<file path="src/rtl/cmp_pkg.sv">
`default_nettype none
// ============================================================================
// Module : cmp_pkg
// Brief  : Shared result encoding for the three-way magnitude comparator.
// Rev    : 1.0  initial release
// ============================================================================
package cmp_pkg;

    // One-hot {greater, lower, equal}
    typedef logic [2:0] cmp_result_t;

    localparam cmp_result_t CMP_NONE = 3'b000;
    localparam cmp_result_t CMP_EQ   = 3'b001;
    localparam cmp_result_t CMP_LT   = 3'b010;
    localparam cmp_result_t CMP_GT   = 3'b100;

    function automatic cmp_result_t cmp_encode(input logic gt, input logic lt, input logic eq);
        cmp_result_t res;
        res = CMP_GT;
        if (eq) begin
            res = CMP_EQ;
        end else if (lt) begin
            res = CMP_LT;
        end else if (gt) begin
            res = CMP_GT;
        end
        return res;
    endfunction

endpackage : cmp_pkg
`default_nettype wire

</file>
<file path="src/rtl/cmp_bit_cell.sv">
`default_nettype none
// ============================================================================
// Module : cmp_bit_cell
// Brief  : One stage of an MSB-first magnitude cascade; a decided gt/lt from
//          a more significant stage passes through untouched.
// Rev    : 1.0  initial release
// ============================================================================
module cmp_bit_cell (
    input  logic a_i,
    input  logic b_i,
    input  logic gt_in,
    input  logic lt_in,
    input  logic eq_in,
    input  logic invert_sign,
    output logic gt_out,
    output logic lt_out,
    output logic eq_out
);

    logic w_bit_gt;
    logic w_bit_lt;

    // On a two's-complement sign bit a 1 means smaller, so the sense flips.
    assign w_bit_gt = invert_sign ? (~a_i &  b_i) : ( a_i & ~b_i);
    assign w_bit_lt = invert_sign ? ( a_i & ~b_i) : (~a_i &  b_i);

    assign gt_out = gt_in | (eq_in & w_bit_gt);
    assign lt_out = lt_in | (eq_in & w_bit_lt);
    assign eq_out = eq_in & ~(a_i ^ b_i);

endmodule : cmp_bit_cell
`default_nettype wire

</file>
<file path="src/rtl/n_bit_comparator.sv">
`default_nettype none
// ============================================================================
// Module : n_bit_comparator
// Brief  : Registered three-way (eq/lt/gt) compare of two WIDTH-bit operands,
//          unsigned or two's-complement, one-cycle latency with valid strobe.
// Rev    : 1.0  initial release
// ============================================================================
module n_bit_comparator
    import cmp_pkg::*;
#(
    parameter int WIDTH  = 4,
    parameter bit SIGNED = 1'b0
) (
    input  logic             clk,
    input  logic             rst_n,
    input  logic             in_valid,
    input  logic [WIDTH-1:0] a,
    input  logic [WIDTH-1:0] b,
    output logic             out_valid,
    output logic             equal,
    output logic             lower,
    output logic             greater
);

    // Index WIDTH is the cascade seed; index 0 is the fully resolved result.
    logic [WIDTH:0] w_gt_chain;
    logic [WIDTH:0] w_lt_chain;
    logic [WIDTH:0] w_eq_chain;

    assign w_gt_chain[WIDTH] = 1'b0;
    assign w_lt_chain[WIDTH] = 1'b0;
    assign w_eq_chain[WIDTH] = 1'b1;

    generate
        for (genvar i = WIDTH - 1; i >= 0; i--) begin : g_cell
            localparam bit C_INVERT = SIGNED && (i == WIDTH - 1);

            cmp_bit_cell u_cell (
                .a_i         (a[i]),
                .b_i         (b[i]),
                .gt_in       (w_gt_chain[i+1]),
                .lt_in       (w_lt_chain[i+1]),
                .eq_in       (w_eq_chain[i+1]),
                .invert_sign (C_INVERT),
                .gt_out      (w_gt_chain[i]),
                .lt_out      (w_lt_chain[i]),
                .eq_out      (w_eq_chain[i])
            );
        end
    endgenerate

    cmp_result_t result_d;
    cmp_result_t result_q;
    logic        valid_d;
    logic        valid_q;

    always_comb begin
        valid_d  = in_valid;
        result_d = result_q;
        // Operands are only looked at when in_valid is set, keeping X out of state.
        if (in_valid) begin
            result_d = cmp_encode(w_gt_chain[0], w_lt_chain[0], w_eq_chain[0]);
        end
    end

    always_ff @(posedge clk or negedge rst_n) begin
        if (!rst_n) begin
            valid_q  <= 1'b0;
            result_q <= CMP_NONE;
        end else begin
            valid_q  <= valid_d;
            result_q <= result_d;
        end
    end

    assign out_valid = valid_q;
    assign greater   = result_q[2];
    assign lower     = result_q[1];
    assign equal     = result_q[0];

endmodule : n_bit_comparator
`default_nettype wire

</file>
<file path="config.mk">
export PLATFORM = sky130hd
export DESIGN_NAME = n_bit_comparator
export DESIGN_NICKNAME = d
export VERILOG_FILES = /design/src/rtl/cmp_pkg.sv /design/src/rtl/cmp_bit_cell.sv /design/src/rtl/n_bit_comparator.sv
export SDC_FILE = /design/constraint.sdc
export NUM_CORES = 1
export LEC_CHECK = 0
export CAP_MARGIN = 20
export CORE_AREA = 8 8 45 47
export DETAILED_ROUTE_END_ITERATION = 8
export DIE_AREA = 0 0 53 55
export GPL_TIMING_DRIVEN = 0
export SYNTH_ARGS = -nofsm -noshare
export SYNTH_HDL_FRONTEND = slang
export SYNTH_SLANG_ARGS = --single-unit
export TNS_END_PERCENT = 30
</file>
<file path="constraint.sdc">
create_clock -name clk -period 0.8 [get_ports clk]
set_clock_uncertainty 0.05 [all_clocks]
set_input_delay 0.2 -clock clk [delete_from_list [all_inputs] [get_ports clk]]
set_output_delay 0.2 -clock clk [all_outputs]
set_load 0.01 [all_outputs]
</file>
# Word level (Yosys, flattened, before mapping)
# Cells that the tools add are included.
op_classes:
  n_mux: 2
  bitwise_logic: 25
op_table:
  columns: ["op", "n"]
  rows:
  - ["$and 1x1->1", 10]
  - ["$not 1->1", 8]
  - ["$mux 3", 2]
  - ["$xor 1x1->1", 4]
  - ["$or 1x1->1", 3]
totals:
  regBits: 4
  in_bits: 11
  out_inout_bits: 4
  wordCells: 29

# Depth between registers and ports, before layout
# Gate-level depths: netlist of the first run.
depth:
  word_depth: 8
  mapped_depth: 5
  depth_no_buf: 5

# Hierarchy
# From an unflattened synthesis of the first run, not the netlist that was laid out.
unflattened:
  cells_unflattened: 48
  area_unflattened_um2: 455.4
modules_own_cells:
  columns: ["module", "instances", "cells_each", "area_each_um2", "seq_area_each_um2"]
  rows:
  - ["cmp_bit_cell", 4, 9, 76.3, 0.0]
  - ["n_bit_comparator", 1, 12, 150.1, 100.1]

# Least setup slack after synthesis of the first run
# No wires, ideal clock.
synth_path:
  kind: "input -> register"
  from: "input port a[3]"
  to: "register result_q[2]"
  arrival_time_ns: 1.027
  setup_slack_ns: -0.342
  path_stages: 5
  n_path_buf: 0
  path_cell_list: "inv_1 -> ha_1 -> a41o_1 -> a21oi_2 -> a31o_1"
synth_between:
  elab_chain_cells: 8
  word_cells_on_any_way: 15
  classes_between: "mux (2); bitwise (13)"
synth_lines:
  columns: ["element", "line_no", "source"]
  rows:
  - ["start, declared", "n_bit_comparator.sv:17", "input logic [WIDTH-1:0] a,"]
  - ["$xor 1x1->1", "cmp_bit_cell.sv:29", "assign eq_out = eq_in & ~(a_i ^ b_i);"]
  - ["$not 1->1", "cmp_bit_cell.sv:29", null]
  - ["$and 1x1->1 (on tied branches)", "cmp_bit_cell.sv:28, cmp_bit_cell.sv:29", null]
  - ["$or 1x1->1 (tied with other cells)", "cmp_bit_cell.sv:28", "assign lt_out = lt_in | (eq_in & w_bit_lt);"]
  - ["$or 1x1->1 or $and 1x1->1 (tied branches)", "cmp_bit_cell.sv:28", null]
  - ["$or 1x1->1", "cmp_bit_cell.sv:28", null]
  - ["$mux 3", "cmp_pkg.sv:22", "end else if (lt) begin"]
  - ["$mux 3 (*)", "cmp_pkg.sv:20", "if (eq) begin"]
  - ["end signal, assigned", "n_bit_comparator.sv:72", "result_q <= result_d;"]
  - ["end, declared", "n_bit_comparator.sv:53", "cmp_result_t result_q;"]
# Mark *: on every way between the ends. The rest lies on a longest branch, timed or not.
# A chain may end at the register's enable or synchronous reset.

# Worst setup path after layout of the first run
layout_path:
  from: "register result_q[0]"
  to: "output port equal"
layout_rtl:
  columns: ["element", "line_no", "source"]
  rows:
  - ["end, declared", "n_bit_comparator.sv:20", "output logic equal,"]
# No word-level cell between the ends.

==> impl_results.md, run 1 <==
* Syn avg cell area at 10.7 um2
* Internal power at just over 0.5 mW
* Post-route design area at 438 um2
* Crit Path Class: register to primary output
* Worst path required time at 0.55 ns
* R2R setup slack at -0.05 ns
* Cells along the critical path: buf_2
* Placement Setup Slack at -0.825 ns
* CP max-delay cell: dfrtp_1
* WP data arrival at 0.74 ns
* Clk slew on worst S/H paths at 0.04 ns
* Min-Delay Path Class: input pin to asynchronous set/reset pin
* DR vias at 233
* Fin crit period at approximately 1 ns
* Number of flops mapped to enable cells by yosys at 0
* Syn Std Cell Area at 235 um2
* Clock share of power at between 30 and 40%
* Die area at roughly 2900 um2
* Least-Margin Pin Slew at 0.189 ns
* Antenna Nets Post-Route at 0
* DRC at 0
* Vias per cell at 4.16
* Die X at roughly 53 um
* Post-synth top flop: dfrtp_1
* Power share of the sequential group at 34.6%
* Overall power at 0.683 mW
* Failing checks: setup timing
* Post-synthesis sequential area ratio at 42.6%
* Clk_lat worst skew at 0.23 ns
* Endpoint type of the worst setup path: primary output
* I/O pins at 15
* Buf/Inv on CP at 1
* Gpl congestion at 0.639
* PnR worst setup slack at -0.189 ns
* PwrDens at 1560 nW/um2
* RSZ-0062 raised after global routing: true
* Net Sw Frac at 25.7%
* CTS Hold Bufs at 0
* Layout cell share with drive strength beyond 1 at 65.0%
* Syn_nets at 37
* Cells after Synth at 22
* Initial core utilization at 17.0%
* Dominant cell type by area after synthesis: dfrtp_1
* Most frequent cell after synthesis: inv_1
* CTS tree: built
* CP max FO at 2
* Setup violations, final at 7
* Area growth, synth to finish at 86.2%
* Num CTS Buffers at 3
* Yosys reg bits at 4
* Antenna violations before repair at 0
* Crit start category: register
* Post-Route WL at 656 um
* Number of global-route vias before repair at 278
* Drt first-iter violations at 1
* Core area at 1380 um2
* Max Freq at 1.01 GHz
* Dominant cells by area after synthesis: dfrtp_1 43%, ha_1 21%, inv_1 8.0%
* Maxcap violations at 0
* Leakage at 0.212 nW
* Levels on crit path at 1
* Sw Pwr at 0.176 mW
* Post-synth top cells: 5 x inv_1, 4 x dfrtp_1, 4 x ha_1
* Status: complete, but fails checks
* Comb power frac at 29.3%
* Reg2reg path depth at 2
* Synth Warn # at 0
* Total global-route track usage at 5.31%
* Slowest stage delay, CP at 0.37 ns
* First-pass GRT wire length at 1.10 mm
* Setup_tns at -0.989 ns
* Row cnt at 14
* FFs w/ async S/R, synth at 100%
* Port bufs at 14
* Nets at 57
* First-pass detailed-route iteration total at 2
* Slew margin rel. at between 80 and 90%
* Clock tree buffer depth at 2
* Placement Cell Area at about 440 um2
* Grt total ovfl at 0
* H-Tree Depth at 1
* Fin. Hold Viols at 0
* Top cell type's share of synthesized area at 42.6%
* Average wire per cell in the routed design at 11.7 um
* Clock root cell: clkbuf_4
* Max IR drop VDD at between 700 and 800 uV
* Distinct cells, synth at 12
* CP delay by family, top: flip-flops
* Total clock sinks at 4
* Max Slew Vio Count at 0
* Die height at 55 um
* ANT cells at 0
* Fin crit share at 124%
* Largest net degree at the start of global routing at 7
## flip-flops by register name (all words and copies together), names as in the netlist
name	flops
result_q	3
out_valid	1
## power groups by stage
stage / Sequential (mW) / Clock (mW) / Combinational (mW)
2_1_floorplan: 0.248 / 0 / 0.0789
3_3_place_gp: 0.237 / 0 / 0.211
3_5_place_dp: 0.236 / 0 / 0.214
4_1_cts: 0.233 / 0.260 / 0.187
5_1_grt: 0.239 / 0.277 / 0.227
6_report: 0.236 / 0.247 / 0.200
## logic make-up (layout without fill, tap and decap cells)
| group | count (synthesis) | count (layout) | share of synthesized area, % |
|---|---|---|---|
| AND/OR/NAND/NOR | 3 | 3 | 6.92 |
| buffers and inverters | 5 | 23 | 7.98 |
| flip-flops | 4 | 4 | 42.6 |
| AO/OA/AOI/OAI | 6 | 6 | 21.3 |
| adder cells (fa/ha/maj) | 4 | 4 | 21.3 |
## cell usage in the layout, fill, tap and decap left out
master           synthesis  layout
buf_2                    0       9
ha_4                     0       4
dfrtp_1                  4       4
inv_2                    0       3
clkbuf_4                 0       3
buf_6                    0       3
inv_1                    5       1
nand4_1                  1       1
nand2_1                  1       1
a21o_2                   1       1
a41o_1                   1       1
a21oi_2                  1       1
o22ai_1                  1       1
o21a_1                   1       1
nor2b_1                  1       1
a31o_1                   1       1
inv_6                    0       1
clkdlybuf4s50_1          0       1
dlygate4sd2_1            0       1
buf_4                    0       1
## per-stage QoR
stage	std cells	util, %	hold slack (ns)
4_1_cts	56	30.7	0.114
3_3_place_gp	52	31.6	0.370
2_1_floorplan	22	-	-0.146
3_5_place_dp	52	31.6	0.364
6_report	56	31.6	0.116
5_1_grt	56	31.6	0.122
## cell type report
cell class	instances	area [um2]
Multi-Input combinational cell	13	166
Clock buffer	3	22.5
Inverter	5	23.8
Sequential cell	4	100
Tap cell	16	20.0
Fill cell	161	946
Timing Repair Buffer	15	105
## timing repair
item / CTS / global route
pin swaps: 10 / 1
resized for setup: 53 / 2
setup endpoints to repair: 7 / 7
setup buffers: 1 / 0
cloned: 0 / 0
## routing by layer
metal  wire [um]  GRT usage [%]
met1         286           5.35
met5           0              0
met3         116           4.01
met2         241           6.25
met4          11           6.47
## final timing paths
kind	from	to
max in group asynchronous	rst_n	out_valid$_DFF_PN0_
worst min-delay path	rst_n	result_q[2]$_DFFE_PN0P_
min in group clk	in_valid	out_valid$_DFF_PN0_
worst min register to register	result_q[0]$_DFFE_PN0P_	result_q[0]$_DFFE_PN0P_
worst max register to register	result_q[2]$_DFFE_PN0P_	result_q[2]$_DFFE_PN0P_
worst max-delay path	result_q[0]$_DFFE_PN0P_	equal
Note: power is estimated with default switching activity, not from simulation.
==> run 2, diff against run 1 <==
Clock period 0.8 ns to 1.14 ns, I/O delays scaled along.
==> impl_results.md, run 2 (synthesized netlist as in run 1, its figures left out) <==
* DRC at 0
* Power share of the sequential group at 35.8%
* Comb power frac at approximately 28%
* Status: finished, final reports clean
* CP max-delay cell: dlygate4sd2_1
* Fin crit period at 1.10 ns
* Clk slew on worst S/H paths at 0.03 ns
* Vias per cell at 4.20
* Slew margin rel. at 87.1%
* Total global-route track usage at 5.47%
* Antenna violations before repair at 0
* Most common cell after layout, fill and taps aside: buf_2
* Fin. Hold Viols at 0
* Max Freq at 0.911 GHz
* ANT cells at 0
* Post-Route WL at around 650 um
* Port bufs at 14
* Num CTS Buffers at 3
* Least-Margin Pin Slew at between 0.15 and 0.2 ns
* Fin crit share at 96.2%
* Row cnt at 14
* Endpoint type of the worst setup path: register
* PwrDens at 1070 nW/um2
* Setup violations, final at 0
* Leakage at 0.210 nW
* First-pass detailed-route iteration total at 1
* Sw Pwr at 0.113 mW
* Clock share of power at between 30% and 40%
* First-pass GRT wire length at 1.19 mm
* Clock tree buffer depth at 2
* Crit Path Class: input pin to register
* Maxcap violations at 0
* Largest net degree at the start of global routing at 7
* Die area at 2920 um2
* Final core occ at 31.0%
* Layout cell share with drive strength beyond 1 at between 50% and 60%
* Worst path required time at 1.25 ns
* Nets at 57
* Average wire per cell in the routed design at 11.6 um
* CP max FO at 2
* Clock root cell: clkbuf_4
* Buf/Inv on CP at 1
* Crit start category: input pin
* I/O pins at 15
* Antenna Nets Post-Route at 0
* Largest register FFs at 3
* CTS tree: built
* Net Sw Frac at 24.7%
* Max Slew Vio Count at 0
* Internal power at 0.346 mW
* Slowest stage delay, CP at ~0.26 ns
* Min-Delay Path Class: input pin to asynchronous set/reset pin
* Most frequent cells in the layout: 5 x buf_2, 4 x ha_4, 4 x clkbuf_2, 4 x dfrtp_1
* Core area at roughly 1400 um2
* H-Tree Depth at 1
* Post-route design area at ~430 um2
* CP delay by family, top: compound AO/OA/AOI/OAI gates
* Clk_lat worst skew at 0.23 ns
* WP data arrival at 1.21 ns
* Max IR drop VDD at approximately 450 uV
* DR vias at 235
* Grt total ovfl at 0
* Number of global-route vias before repair at 288
* Total clock sinks at 4
* Post-detail-place hpwl at approximately 540 um
* Largest Register: result_q
* Cells along the critical path: dlygate4sd2_1 > ha_4 > a41o_1 > a21oi_2 > a31o_1
* Area growth, synth to finish at 82.4%
* Die height at 55 um
* Initial core utilization at 17.0%
* Drt first-iter violations at 0
* Die X at 53 um
* Placement Cell Area at 433 um2
* Gpl congestion at 0.679
## run 2: per-layer routing
metal	GRT usage, %	vias up	wire, um
met3	2.94	0	108
met1	6.56	105	298
met5	0	-	0
met4	5.17	0	0
li1	-	116	-
met2	6.64	14	242
## run 2: power by group through the flow
stage / Clock (mW) / Sequential, mW / Combinational [mW]
after floorplan: 0 / 0.174 / 0.0540
after global placement: 0 / 0.167 / 0.145
after detailed placement: 0 / 0.166 / 0.148
after CTS: 0.178 / 0.164 / 0.133
after global routing: 0.188 / 0.166 / 0.148
final: 0.165 / 0.164 / 0.129
## run 2: final cells by class
type | count | area [um2]
inverter | 5 | 18.8
multi-input combinational | 13 | 166
sequential | 4 | 100
fill | 146 | 955
timing repair buffer | 15 | 101
clock buffer | 3 | 22.5
tap | 16 | 20.0
## run 2: through the flow
stage | cells | setup TNS (ns) | setup WS, ns | power [mW] | hold WS (ns)
2_1_floorplan | 22 | 0 | 0.00280 | 0.228 | -0.0606
3_3_place_gp | 52 | -1.62 | -0.499 | 0.312 | 0.424
3_5_place_dp | 52 | -1.67 | -0.535 | 0.314 | 0.421
4_1_cts | 56 | 0 | 0.00126 | 0.476 | 0.206
5_1_grt | 56 | -0.0184 | -0.0138 | 0.503 | 0.220
6_report | 56 | 0 | 0.0429 | 0.459 | 0.211
## run 2: worst reg2reg max path, stage by stage, from the launching register on
cell	delay, ns
dfrtp_1	0.36
nor2b_1	0.13
a31o_1	0.19
## run 2: final timing paths
kind                                         startpoint                      end  slack [ns]  cells after the start
worst max-delay path                               b[0]  result_q[2]$_DFFE_PN0P_        0.04                      5
worst min-delay path                              rst_n  result_q[2]$_DFFE_PN0P_        0.21                      1
worst max register to register  result_q[2]$_DFFE_PN0P_  result_q[2]$_DFFE_PN0P_        0.30                      2
worst min register to register  result_q[0]$_DFFE_PN0P_  result_q[0]$_DFFE_PN0P_        0.43                      1
max in group asynchronous                         rst_n      out_valid$_DFF_PN0_        0.66                      1
min in group clk                result_q[0]$_DFFE_PN0P_  result_q[0]$_DFFE_PN0P_        0.43                      1
## run 2: repair_timing
action	4_1_cts	5_1_grt
setup buffers	1	0
endpoints found under the setup margin	7	3
endpoints found under the hold margin	0	0
gates resized for setup	32	9
pin swaps	4	5
hold buffers	0	0
